`src/rtl/elevator_pkg.sv`:
```
// Shared state encoding and default timing constants for the elevator controllers.
package elevator_pkg;

   typedef enum logic [1:0] {
      IDLE      = 2'd0,
      MOVE_UP   = 2'd1,
      MOVE_DOWN = 2'd2,
      DOOR_OPEN = 2'd3
   } elev_state_t;

   localparam int unsigned DEF_TRAVEL_TICKS = 10_000_000;
   localparam int unsigned DEF_DOOR_TICKS   = 20_000_000;

endpackage

```
`src/rtl/elevator_call_scan.sv`:
```
// Combinational call scan: any pending call above/below the car, or at its floor.
module elevator_call_scan
   import elevator_pkg::*;
#(
   parameter int unsigned NUM_FLOORS = 8,
   parameter int unsigned FLOOR_W    = $clog2(NUM_FLOORS)
) (
   input  logic [NUM_FLOORS-1:0] i_pending,
   input  logic [FLOOR_W-1:0]    i_current_floor,
   output logic                  o_ahead_up,
   output logic                  o_ahead_dn,
   output logic                  o_here
);

   always_comb begin
      o_ahead_up = 1'b0;
      o_ahead_dn = 1'b0;
      o_here     = 1'b0;
      for (int unsigned i = 0; i < NUM_FLOORS; i++) begin
         if (i_pending[i]) begin
            if (FLOOR_W'(i) > i_current_floor)  o_ahead_up = 1'b1;
            if (FLOOR_W'(i) < i_current_floor)  o_ahead_dn = 1'b1;
            if (FLOOR_W'(i) == i_current_floor) o_here     = 1'b1;
         end
      end
   end

endmodule

```
`src/rtl/elevator_scan_controller.sv`:
```
// SCAN-scheduled elevator controller with pending-call register and door dwell.
// Optional emergency stop (estop / estop_active) is built when ELEV_ESTOP_EN is defined.
module elevator_scan_controller
   import elevator_pkg::*;
#(
   parameter int unsigned NUM_FLOORS   = 8,
   parameter int unsigned FLOOR_W      = $clog2(NUM_FLOORS),
   parameter int unsigned TRAVEL_TICKS = DEF_TRAVEL_TICKS,
   parameter int unsigned DOOR_TICKS   = DEF_DOOR_TICKS,
   parameter int unsigned TMR_W        = 32
) (
   input  logic                  clk,
   input  logic                  rst_n,
`ifdef ELEV_ESTOP_EN
   input  logic                  estop,
   output logic                  estop_active,
`endif
   input  logic [NUM_FLOORS-1:0] call_req,
   output logic [FLOOR_W-1:0]    current_floor,
   output logic                  moving_up,
   output logic                  moving_down,
   output logic                  door_open,
   output logic                  idle,
   output logic [NUM_FLOORS-1:0] pending
);

   localparam logic [TMR_W-1:0] TRAVEL_LAST = TMR_W'(TRAVEL_TICKS - 1);
   localparam logic [TMR_W-1:0] DOOR_LAST   = TMR_W'(DOOR_TICKS - 1);

   elev_state_t             r_state, w_state_nxt;
   logic [TMR_W-1:0]        r_timer, w_timer_nxt;
   logic [FLOOR_W-1:0]      r_floor, w_floor_nxt;
   logic                    r_dir_up, w_dir_up_nxt;
   logic [NUM_FLOORS-1:0]   r_pending, w_clear;
   logic [FLOOR_W-1:0]      w_floor_up, w_floor_dn;
   logic [NUM_FLOORS-1:0]   w_cur_mask, w_up_mask, w_dn_mask;
   logic                    w_ahead_up, w_ahead_dn, w_here, w_run;

   elevator_call_scan #(
      .NUM_FLOORS (NUM_FLOORS),
      .FLOOR_W    (FLOOR_W)
   ) u_scan (
      .i_pending       (r_pending),
      .i_current_floor (r_floor),
      .o_ahead_up      (w_ahead_up),
      .o_ahead_dn      (w_ahead_dn),
      .o_here          (w_here)
   );

`ifdef ELEV_ESTOP_EN
   logic r_estop;
   always_ff @(posedge clk or negedge rst_n) begin
      if (!rst_n) r_estop <= 1'b0;
      else        r_estop <= estop;
   end
   assign estop_active = r_estop;
   assign w_run        = ~estop;
`else
   assign w_run = 1'b1;
`endif

   assign w_floor_up = r_floor + FLOOR_W'(1);
   assign w_floor_dn = r_floor - FLOOR_W'(1);
   assign w_cur_mask = NUM_FLOORS'(1) << r_floor;
   assign w_up_mask  = NUM_FLOORS'(1) << w_floor_up;
   assign w_dn_mask  = NUM_FLOORS'(1) << w_floor_dn;

   always_comb begin
      w_state_nxt  = r_state;
      w_timer_nxt  = r_timer + TMR_W'(1);
      w_floor_nxt  = r_floor;
      w_dir_up_nxt = r_dir_up;
      w_clear      = '0;
      unique case (r_state)
         IDLE: begin
            w_timer_nxt = '0;
            if (w_here) begin
               w_state_nxt = DOOR_OPEN;
               w_clear     = w_cur_mask;
            end else if (w_ahead_up && (r_dir_up || !w_ahead_dn)) begin
               w_state_nxt  = MOVE_UP;
               w_dir_up_nxt = 1'b1;
            end else if (w_ahead_dn) begin
               w_state_nxt  = MOVE_DOWN;
               w_dir_up_nxt = 1'b0;
            end
         end
         MOVE_UP: begin
            if (r_timer == TRAVEL_LAST) begin
               w_timer_nxt = '0;
               w_floor_nxt = w_floor_up;
               if (|(r_pending & w_up_mask)) begin
                  w_state_nxt = DOOR_OPEN;
                  w_clear     = w_up_mask;
               end
            end
         end
         MOVE_DOWN: begin
            if (r_timer == TRAVEL_LAST) begin
               w_timer_nxt = '0;
               w_floor_nxt = w_floor_dn;
               if (|(r_pending & w_dn_mask)) begin
                  w_state_nxt = DOOR_OPEN;
                  w_clear     = w_dn_mask;
               end
            end
         end
         DOOR_OPEN: begin
            // Calls for the open floor are absorbed and extend the dwell.
            w_clear = w_cur_mask;
            if (|(call_req & w_cur_mask)) begin
               w_timer_nxt = '0;
            end else if (r_timer == DOOR_LAST) begin
               w_timer_nxt = '0;
               if (r_dir_up && w_ahead_up) begin
                  w_state_nxt = MOVE_UP;
               end else if (!r_dir_up && w_ahead_dn) begin
                  w_state_nxt = MOVE_DOWN;
               end else if (w_ahead_up) begin
                  w_state_nxt  = MOVE_UP;
                  w_dir_up_nxt = 1'b1;
               end else if (w_ahead_dn) begin
                  w_state_nxt  = MOVE_DOWN;
                  w_dir_up_nxt = 1'b0;
               end else begin
                  w_state_nxt = IDLE;
               end
            end
         end
         default: w_state_nxt = IDLE;
      endcase
      if (!w_run) begin
         w_state_nxt  = r_state;
         w_timer_nxt  = r_timer;
         w_floor_nxt  = r_floor;
         w_dir_up_nxt = r_dir_up;
         if (r_state != DOOR_OPEN) w_clear = '0;
      end
   end

   always_ff @(posedge clk or negedge rst_n) begin
      if (!rst_n) begin
         r_state   <= IDLE;
         r_timer   <= '0;
         r_floor   <= '0;
         r_dir_up  <= 1'b1;
         r_pending <= '0;
      end else begin
         r_state   <= w_state_nxt;
         r_timer   <= w_timer_nxt;
         r_floor   <= w_floor_nxt;
         r_dir_up  <= w_dir_up_nxt;
         r_pending <= (r_pending | call_req) & ~w_clear;
      end
   end

   assign current_floor = r_floor;
   assign pending       = r_pending;
   assign moving_up     = (r_state == MOVE_UP);
   assign moving_down   = (r_state == MOVE_DOWN);
   assign door_open     = (r_state == DOOR_OPEN);
   assign idle          = (r_state == IDLE);

endmodule

```
`config.mk`:
```
export PLATFORM = sky130hd
export DESIGN_NAME = elevator_scan_controller
export DESIGN_NICKNAME = d
export VERILOG_FILES = /design/src/rtl/elevator_pkg.sv /design/src/rtl/elevator_call_scan.sv /design/src/rtl/elevator_scan_controller.sv
export SDC_FILE = /design/constraint.sdc
export NUM_CORES = 1
export LEC_CHECK = 0
export CAP_MARGIN = 10
export CORE_ASPECT_RATIO = 2
export CORE_MARGIN = 3
export CORE_UTILIZATION = 45
export DETAILED_ROUTE_END_ITERATION = 10
export SYNTH_ARGS = -nofsm -noshare
export SYNTH_HDL_FRONTEND = slang
export SYNTH_SLANG_ARGS = --single-unit
```
`constraint.sdc`:
```
create_clock -name clk -period 3.25 [get_ports clk]
set_input_delay 0.8125 -clock clk [delete_from_list [all_inputs] [get_ports clk]]
set_output_delay 0.8125 -clock clk [all_outputs]
set_load 0.1 [all_outputs]
```
==> results of run 1 <==
-- power by group through the flow --
stage | Combinational, uW | Sequential [uW] | Clock (uW)
floorplan | 2.19 | 583 | 0
CTS | 27.8 | 572 | 552
finish | 26.8 | 572 | 536
global placement | 27.2 | 583 | 0
detailed placement | 27.6 | 583 | 0
global route | 29.7 | 572 | 568
-- routing by layer --
metal | track usage | routed length, um | vias to the layer above
met1 | 0.225 | 3220 | 1389
met3 | 0.0310 | 313 | 38
li1 | - | - | 1357
met2 | 0.441 | 5230 | 92
met4 | 0.164 | 708 | 0
met5 | 0 | 0 | -
-- cell usage in the layout, fill, tap and decap left out, types with 2 or more instances in the layout --
cell                              Yosys  layout
sky130_fd_sc_hd__clkdlybuf4s50_1      0       8
sky130_fd_sc_hd__and2_1               4       4
sky130_fd_sc_hd__nor2_1              52      52
sky130_fd_sc_hd__xor2_1              18      18
sky130_fd_sc_hd__o211a_1              3       3
sky130_fd_sc_hd__o221ai_1             2       2
sky130_fd_sc_hd__dfrtp_1             45      44
sky130_fd_sc_hd__o2111ai_1            2       2
sky130_fd_sc_hd__o2bb2ai_1            4       4
sky130_fd_sc_hd__xnor2_1             14      14
sky130_fd_sc_hd__nand2_1             22      22
sky130_fd_sc_hd__and4_1               6       6
sky130_fd_sc_hd__ha_1                14      14
sky130_fd_sc_hd__o21ai_0              5       5
sky130_fd_sc_hd__a31oi_1              4       4
sky130_fd_sc_hd__nor2b_1              2       2
sky130_fd_sc_hd__nand3_1             18      18
sky130_fd_sc_hd__a221oi_1             7       7
sky130_fd_sc_hd__mux2_4               2       2
sky130_fd_sc_hd__a21o_1               2       2
sky130_fd_sc_hd__o22ai_1              2       2
sky130_fd_sc_hd__mux2i_1              2       2
sky130_fd_sc_hd__inv_1               13      13
sky130_fd_sc_hd__nand2b_1             3       3
sky130_fd_sc_hd__and3_1               8       8
sky130_fd_sc_hd__nand4bb_1            3       3
sky130_fd_sc_hd__a21oi_1             13      13
sky130_fd_sc_hd__clkbuf_16            0       5
sky130_fd_sc_hd__buf_4                1      23
sky130_fd_sc_hd__or4_4                2       2
sky130_fd_sc_hd__a21boi_0             4       4
sky130_fd_sc_hd__nor3_1               4       4
sky130_fd_sc_hd__or2_2                2       2
sky130_fd_sc_hd__mux2_2               2       2
sky130_fd_sc_hd__nor4_1               2       2
sky130_fd_sc_hd__a22o_1               5       5
sky130_fd_sc_hd__a22oi_1             11      11
sky130_fd_sc_hd__nand4_1             10      10
-- stage by stage --
stage,hold WS (ns),util
CTS,0.465,0.527
global route,0.482,0.527
global placement,0.438,0.505
floorplan,0.422,-
detailed placement,0.456,0.505
finish,0.463,0.527
-- synthesized netlist by cell type, types with 3 or more instances --
library cell	n	area share
sky130_fd_sc_hd__nor2_1	52	0.060
sky130_fd_sc_hd__dfrtp_1	45	0.35
sky130_fd_sc_hd__nand2_1	22	0.025
sky130_fd_sc_hd__nand3_1	18	0.028
sky130_fd_sc_hd__xor2_1	18	0.048
sky130_fd_sc_hd__ha_1	14	0.054
sky130_fd_sc_hd__xnor2_1	14	0.038
sky130_fd_sc_hd__a21oi_1	13	0.020
sky130_fd_sc_hd__inv_1	13	0.015
sky130_fd_sc_hd__a22oi_1	11	0.025
sky130_fd_sc_hd__nand4_1	10	0.019
sky130_fd_sc_hd__and3_1	8	0.015
sky130_fd_sc_hd__clkbuf_1	8	0.0092
sky130_fd_sc_hd__a221oi_1	7	0.019
sky130_fd_sc_hd__and4_1	6	0.016
sky130_fd_sc_hd__a22o_1	5	0.013
sky130_fd_sc_hd__o21ai_0	5	0.0077
sky130_fd_sc_hd__a21boi_0	4	0.0092
sky130_fd_sc_hd__a31oi_1	4	0.0077
sky130_fd_sc_hd__and2_1	4	0.0077
sky130_fd_sc_hd__nor3_1	4	0.0061
sky130_fd_sc_hd__o2bb2ai_1	4	0.011
sky130_fd_sc_hd__buf_6	3	0.010
sky130_fd_sc_hd__nand2b_1	3	0.0058
sky130_fd_sc_hd__nand4bb_1	3	0.010
sky130_fd_sc_hd__o211a_1	3	0.0092
-- registers in the layout, indices dropped and copies added (netlist names) --
| register | count |
|---|---|
| r_timer | 32 |
| current_floor | 3 |
| r_dir_up | 1 |
| pending | 8 |
| r_state | 2 |
-- path summary, 6_finish.rpt --
check                                          to                         start  slack [ns]
max                        r_state[0]$_DFFE_PN0P_  current_floor[0]$_DFFE_PN0P_        0.35
min                          r_timer[0]$_DFF_PN0_          r_timer[0]$_DFF_PN0_        0.46
max reg2reg                r_state[0]$_DFFE_PN0P_  current_floor[0]$_DFFE_PN0P_        0.35
min reg2reg                  r_timer[0]$_DFF_PN0_          r_timer[0]$_DFF_PN0_        0.46
max in group asynchronous    pending[4]$_DFF_PN0_                         rst_n        1.97
min in group asynchronous   r_timer[16]$_DFF_PN0_                         rst_n        0.59
-- cell type report --
type | count | area [um2] | share of cell area
sequential | 46 | 1150 | 0.313
clock inverter | 2 | 12.5 | 0.00340
timing repair buffer | 32 | 258 | 0.0699
tap | 90 | 113 | 0.0306
multi-input combinational | 281 | 1960 | 0.531
inverter | 14 | 52.6 | 0.0143
clock buffer | 6 | 139 | 0.0377
-- critical path: stages, from the launching register on --
cell	delay [ns]
sky130_fd_sc_hd__dfrtp_1	0.56
sky130_fd_sc_hd__inv_1	0.21
sky130_fd_sc_hd__ha_1	0.40
sky130_fd_sc_hd__inv_1	0.19
sky130_fd_sc_hd__a21oi_1	0.08
sky130_fd_sc_hd__o311ai_0	0.62
sky130_fd_sc_hd__or2_2	0.27
sky130_fd_sc_hd__o211ai_2	0.13
sky130_fd_sc_hd__mux2_4	0.32
-- cell families after synthesis --
| logic type | Yosys count |
|---|---|
| AND/OR/NAND/NOR | 149 |
| AO/OA/AOI/OAI | 80 |
| flip-flops | 46 |
| XOR/XNOR | 32 |
| buffers and inverters | 30 |
| adder cells (fa/ha/maj) | 14 |
| multiplexers | 6 |
==> metrics.txt, run 1 <==
Core Box Area 6990 um2; final cell area excluding filler cells 3680 um2; part of the Yosys area used for sequential elements 0.353; synthesized-area fraction occupied by and/or/nand/nor cells 0.250; via density per instance 6.11; worst setup skew after layout 0.00862 ns; final worst-path setup slack 0.352 ns; hold-fix buffers at CTS 0; main combinational cell family by area after synthesis simple AND/OR/NAND/NOR gates; fill cell instance count of the final layout 691; port bufs 24; adder and majority gate portion of the synthesized area 0.0537; Static Leak 0.00158 uW; post-synthesis area per instance 9.13 um2; Tcrit/Tclk final 0.892; transition at the pin with the smallest max-transition slack 0.768 ns; antenna diode count 0; count of pins on the block boundary 25; die footprint 8370 um2; final RePlAce weighted congestion 0.914; 1st-pass router iterations 4; count of unresolved DRC violations after routing 0; power density relative to cell area 308 nW/um2; placed cell area 3530 um2; starting utilization of the core area 0.466; number of enable-type register cells in the synthesized netlist 0; internal portion of total power 889 uW; fin. max-slew vios 0; count of vias placed by the detailed router 2876; endpoint type of the worst setup path register; portion of total power attributed to sequential cells 0.504; Clk Tree Root Cell sky130_fd_sc_hd__clkbuf_16; total track usage 0.236; antenna violations before repair 0; compound-cell area share of the yosys netlist 0.188; Layout Nets 404; arrival time of data at the critical path endpoint 3.08 ns; Synth async-reset ratio 1.00; Required @ worst endpoint 3.43 ns; kind of critical path register to register; overflow left after global routing 0; # Max-Cap Violations 0; half-perimeter wire length after detailed placement 7.13 mm; first-pass GRT wire length 15.0 mm; area of the mapped netlist 3260 um2; clock transition at the registers of the reported paths 0.07 ns; part of the total power dissipated in the clock network 0.472; cell count after synthesis 357; Peak Freq 0.345 GHz; Slew headroom 0.488; DRC marker count from the first detailed-route iteration 308; pin count of the biggest net entering global routing 35; x dimension of the die 66.2 um; Setup TNS 0 ns; outcome completed; count of cells resized by post-cts repair 0; Total Routed Length 9.47 mm; minimum clock period after layout 2.90 ns; count of yosys warnings during synthesis 0; vertical die dimension 126 um; number of global-route vias before repair 2922; antenna viol nets, final 0; number of hold violations in the final report 0; # H-tree levels 2; # clock sinks 46; clock latency on the worst-skew pair 0.30 ns; instance count along the most critical hold path 1; clock buffers created by TritonCTS 5; count of distinct cell types in the synthesized netlist 70; share of post-route cells with drive strength above 1 0.139; portion of netlist area occupied by mux cells 0.0223; logic depth of the worst register-to-register path 8; number of standard cells in the final layout excluding fillers 471; Place WS 0.268 ns; Longest Clk Path Bufs 2; critical path fanouts, max 12; maximum vdd drop 0.000343 V; Synth Register Bits 46; Std-Cell Rows 43; unrepaired setup endpoints after global routing false; clock tree from TritonCTS yes; share of the synthesized netlist area taken by xor and xnor gates 0.0860; count of final setup violators 0; Net Count, Synth 381; total power of the final layout 1140 uW; NetSw 246 uW; Sw Ratio 0.217; area growth from synthesis to layout 13.0%; path category of the worst min-delay check register to register; startpoint type of the worst setup path register; buffers inserted during post-CTS setup optimization 0; Comb power frac 0.024; prevailing post-synth register cell sky130_fd_sc_hd__dfrtp_1; WL/cell 20.1 um; # placed instances 463
(Power assumes the default switching activity.)
==> run 2: changes to the inputs <==
CELL_PAD_IN_SITES_DETAIL_PLACEMENT = 1   (was not set)
CELL_PAD_IN_SITES_GLOBAL_PLACEMENT = 1   (was not set)
CORE_MARGIN = not set   (was 3)
PLACE_DENSITY_LB_ADDON = 0.1   (was not set)
==> metrics.txt, run 2 (synthesis results as in run 1) <==
outcome completed; Std-Cell Rows 43; via density per instance 6.32; x dimension of the die 62.2 um; antenna viol nets, final 0; logic depth of the worst register-to-register path 8; instance count along the most critical hold path 1; Static Leak 0.00160 uW; power density relative to cell area 320 nW/um2; 1st-pass router iterations 4; number of hold violations in the final report 0; clock tree from TritonCTS yes; area growth from synthesis to layout 13.9%; # clock sinks 46; startpoint type of the worst setup path register; Fin Hold WS 0.461 ns; hold-fix buffers at CTS 0; number of flip-flops under the largest register name 32; Tcrit/Tclk final 0.925; final cell area excluding filler cells 3710 um2; kind of critical path register to register; Setup TNS 0 ns; DRC marker count from the first detailed-route iteration 259; maximum vdd drop 0.000343 V; Comb power frac 0.024; starting utilization of the core area 0.466; count of cells resized by post-cts repair 0; count of final setup violators 0; clock latency on the worst-skew pair 0.29 ns; # H-tree levels 2; total track usage 0.290; vertical die dimension 122 um; number of global-route vias before repair 3370; count of vias placed by the detailed router 2990; Clk Tree Root Cell sky130_fd_sc_hd__clkbuf_16; Reg-to-Reg Start current_floor[0]$_DFFE_PN0P_; Required @ worst endpoint 3.46 ns; Sw Ratio 0.202; worst setup skew after layout 0.00835 ns; fin. max-slew vios 0; endpoint type of the worst setup path register; Slew headroom 0.476; half-perimeter wire length after detailed placement 7.76 mm; minimum clock period after layout 3.01 ns; clock buffers created by TritonCTS 5; Longest Clk Path Bufs 2; most frequent cells in the layout sky130_fd_sc_hd__nor2_1, sky130_fd_sc_hd__dfrtp_1, sky130_fd_sc_hd__buf_4; first-pass GRT wire length 16.9 mm; launching instance or port of the critical path current_floor[0]$_DFFE_PN0P_; antenna diode count 0; Worst Hold Endpoint r_timer[0]$_DFF_PN0_; placed cell area 3550 um2; Layout Nets 406; WL/cell 21.6 um; internal portion of total power 948 uW; clock transition at the registers of the reported paths 0.06 ns; transition at the pin with the smallest max-transition slack 0.786 ns; critical path fanouts, max 31; part of the total power dissipated in the clock network 0.494; # Max-Cap Violations 0; NetSw 240 uW; Largest Register r_timer; count of unresolved DRC violations after routing 0; port bufs 24; unrepaired setup endpoints after global routing false; die footprint 7610 um2; arrival time of data at the critical path endpoint 3.21 ns; Peak Freq 0.333 GHz; Total Routed Length 10.2 mm; path category of the worst min-delay check register to register; launch point of the worst hold path r_timer[0]$_DFF_PN0_; count of pins on the block boundary 25; worst-case register-to-register setup slack 0.24 ns; buffers inserted during post-CTS setup optimization 0; antenna violations before repair 0; most common cell after layout, fill and taps aside sky130_fd_sc_hd__nor2_1; portion of total power attributed to sequential cells 0.482; R2R Path End r_timer[25]$_DFF_PN0_; core occupancy in the finished layout 0.531; pin count of the biggest net entering global routing 32; final RePlAce weighted congestion 0.889; share of post-route cells with drive strength above 1 0.141; Core Box Area 6990 um2; overflow left after global routing 0
run 2: changes by cell type in the layout (fill, tap and decap cells not counted), sizes merged:
| cell | before | now |
|---|---|---|
| buf | 24 | 26 |
| bufinv | 0 | 1 |
| clkinv | 2 | 1 |
run 2: layout make-up:
class	count	area [um2]
clock buffers	6	129
clock inverters	2	37.5
fillers	846	3280
inverters	14	52.6
multi-input cells	281	1960
flip-flops and latches	46	1150
well taps	90	113
repair buffers	34	273
run 2: stage by stage:
stage / setup slack [ns] / total power [uW] / instances
3_5_place_dp: 0.248 / 612 / 465
3_3_place_gp: 0.310 / 612 / 465
2_1_floorplan: 0.172 / 586 / 357
4_1_cts: 0.271 / 1210 / 473
6_report: 0.245 / 1190 / 473
5_1_grt: 0.0841 / 1220 / 473
run 2: worst max path at each step:
stage / endpoint / cells past startpoint / slack [ns]
after floorplan: r_timer[11]$_DFF_PN0_ / 10 / 0.17
after global placement: r_timer[10]$_DFF_PN0_ / 7 / 0.31
after detailed placement: r_timer[25]$_DFF_PN0_ / 7 / 0.25
after CTS: r_timer[25]$_DFF_PN0_ / 8 / 0.27
after global routing: r_timer[28]$_DFF_PN0_ / 8 / 0.08
final: r_timer[25]$_DFF_PN0_ / 8 / 0.24
run 2: power by group through the flow:
stage | logic (uW) | registers [uW] | clock network (uW)
3_5_place_dp | 29.0 | 583 | 0
6_report | 28.6 | 572 | 587
4_1_cts | 29.3 | 572 | 603
2_1_floorplan | 2.19 | 583 | 0
5_1_grt | 31.7 | 572 | 618
3_3_place_gp | 28.6 | 583 | 0
run 2: layer usage:
metal  GRT usage  part of all wire
met2       0.548              0.55
met4       0.276             0.085
met1       0.256              0.33
met5           0                 0
met3      0.0409             0.032
run 2: critical path, cell delays in order, from the launching register on:
cell	delay [ns]
sky130_fd_sc_hd__dfrtp_1	0.58
sky130_fd_sc_hd__inv_1	0.23
sky130_fd_sc_hd__ha_1	0.29
sky130_fd_sc_hd__buf_4	0.21
sky130_fd_sc_hd__a221oi_1	0.41
sky130_fd_sc_hd__o21ai_1	0.18
sky130_fd_sc_hd__or3b_1	0.40
sky130_fd_sc_hd__a21o_2	0.41
sky130_fd_sc_hd__nor2_1	0.21
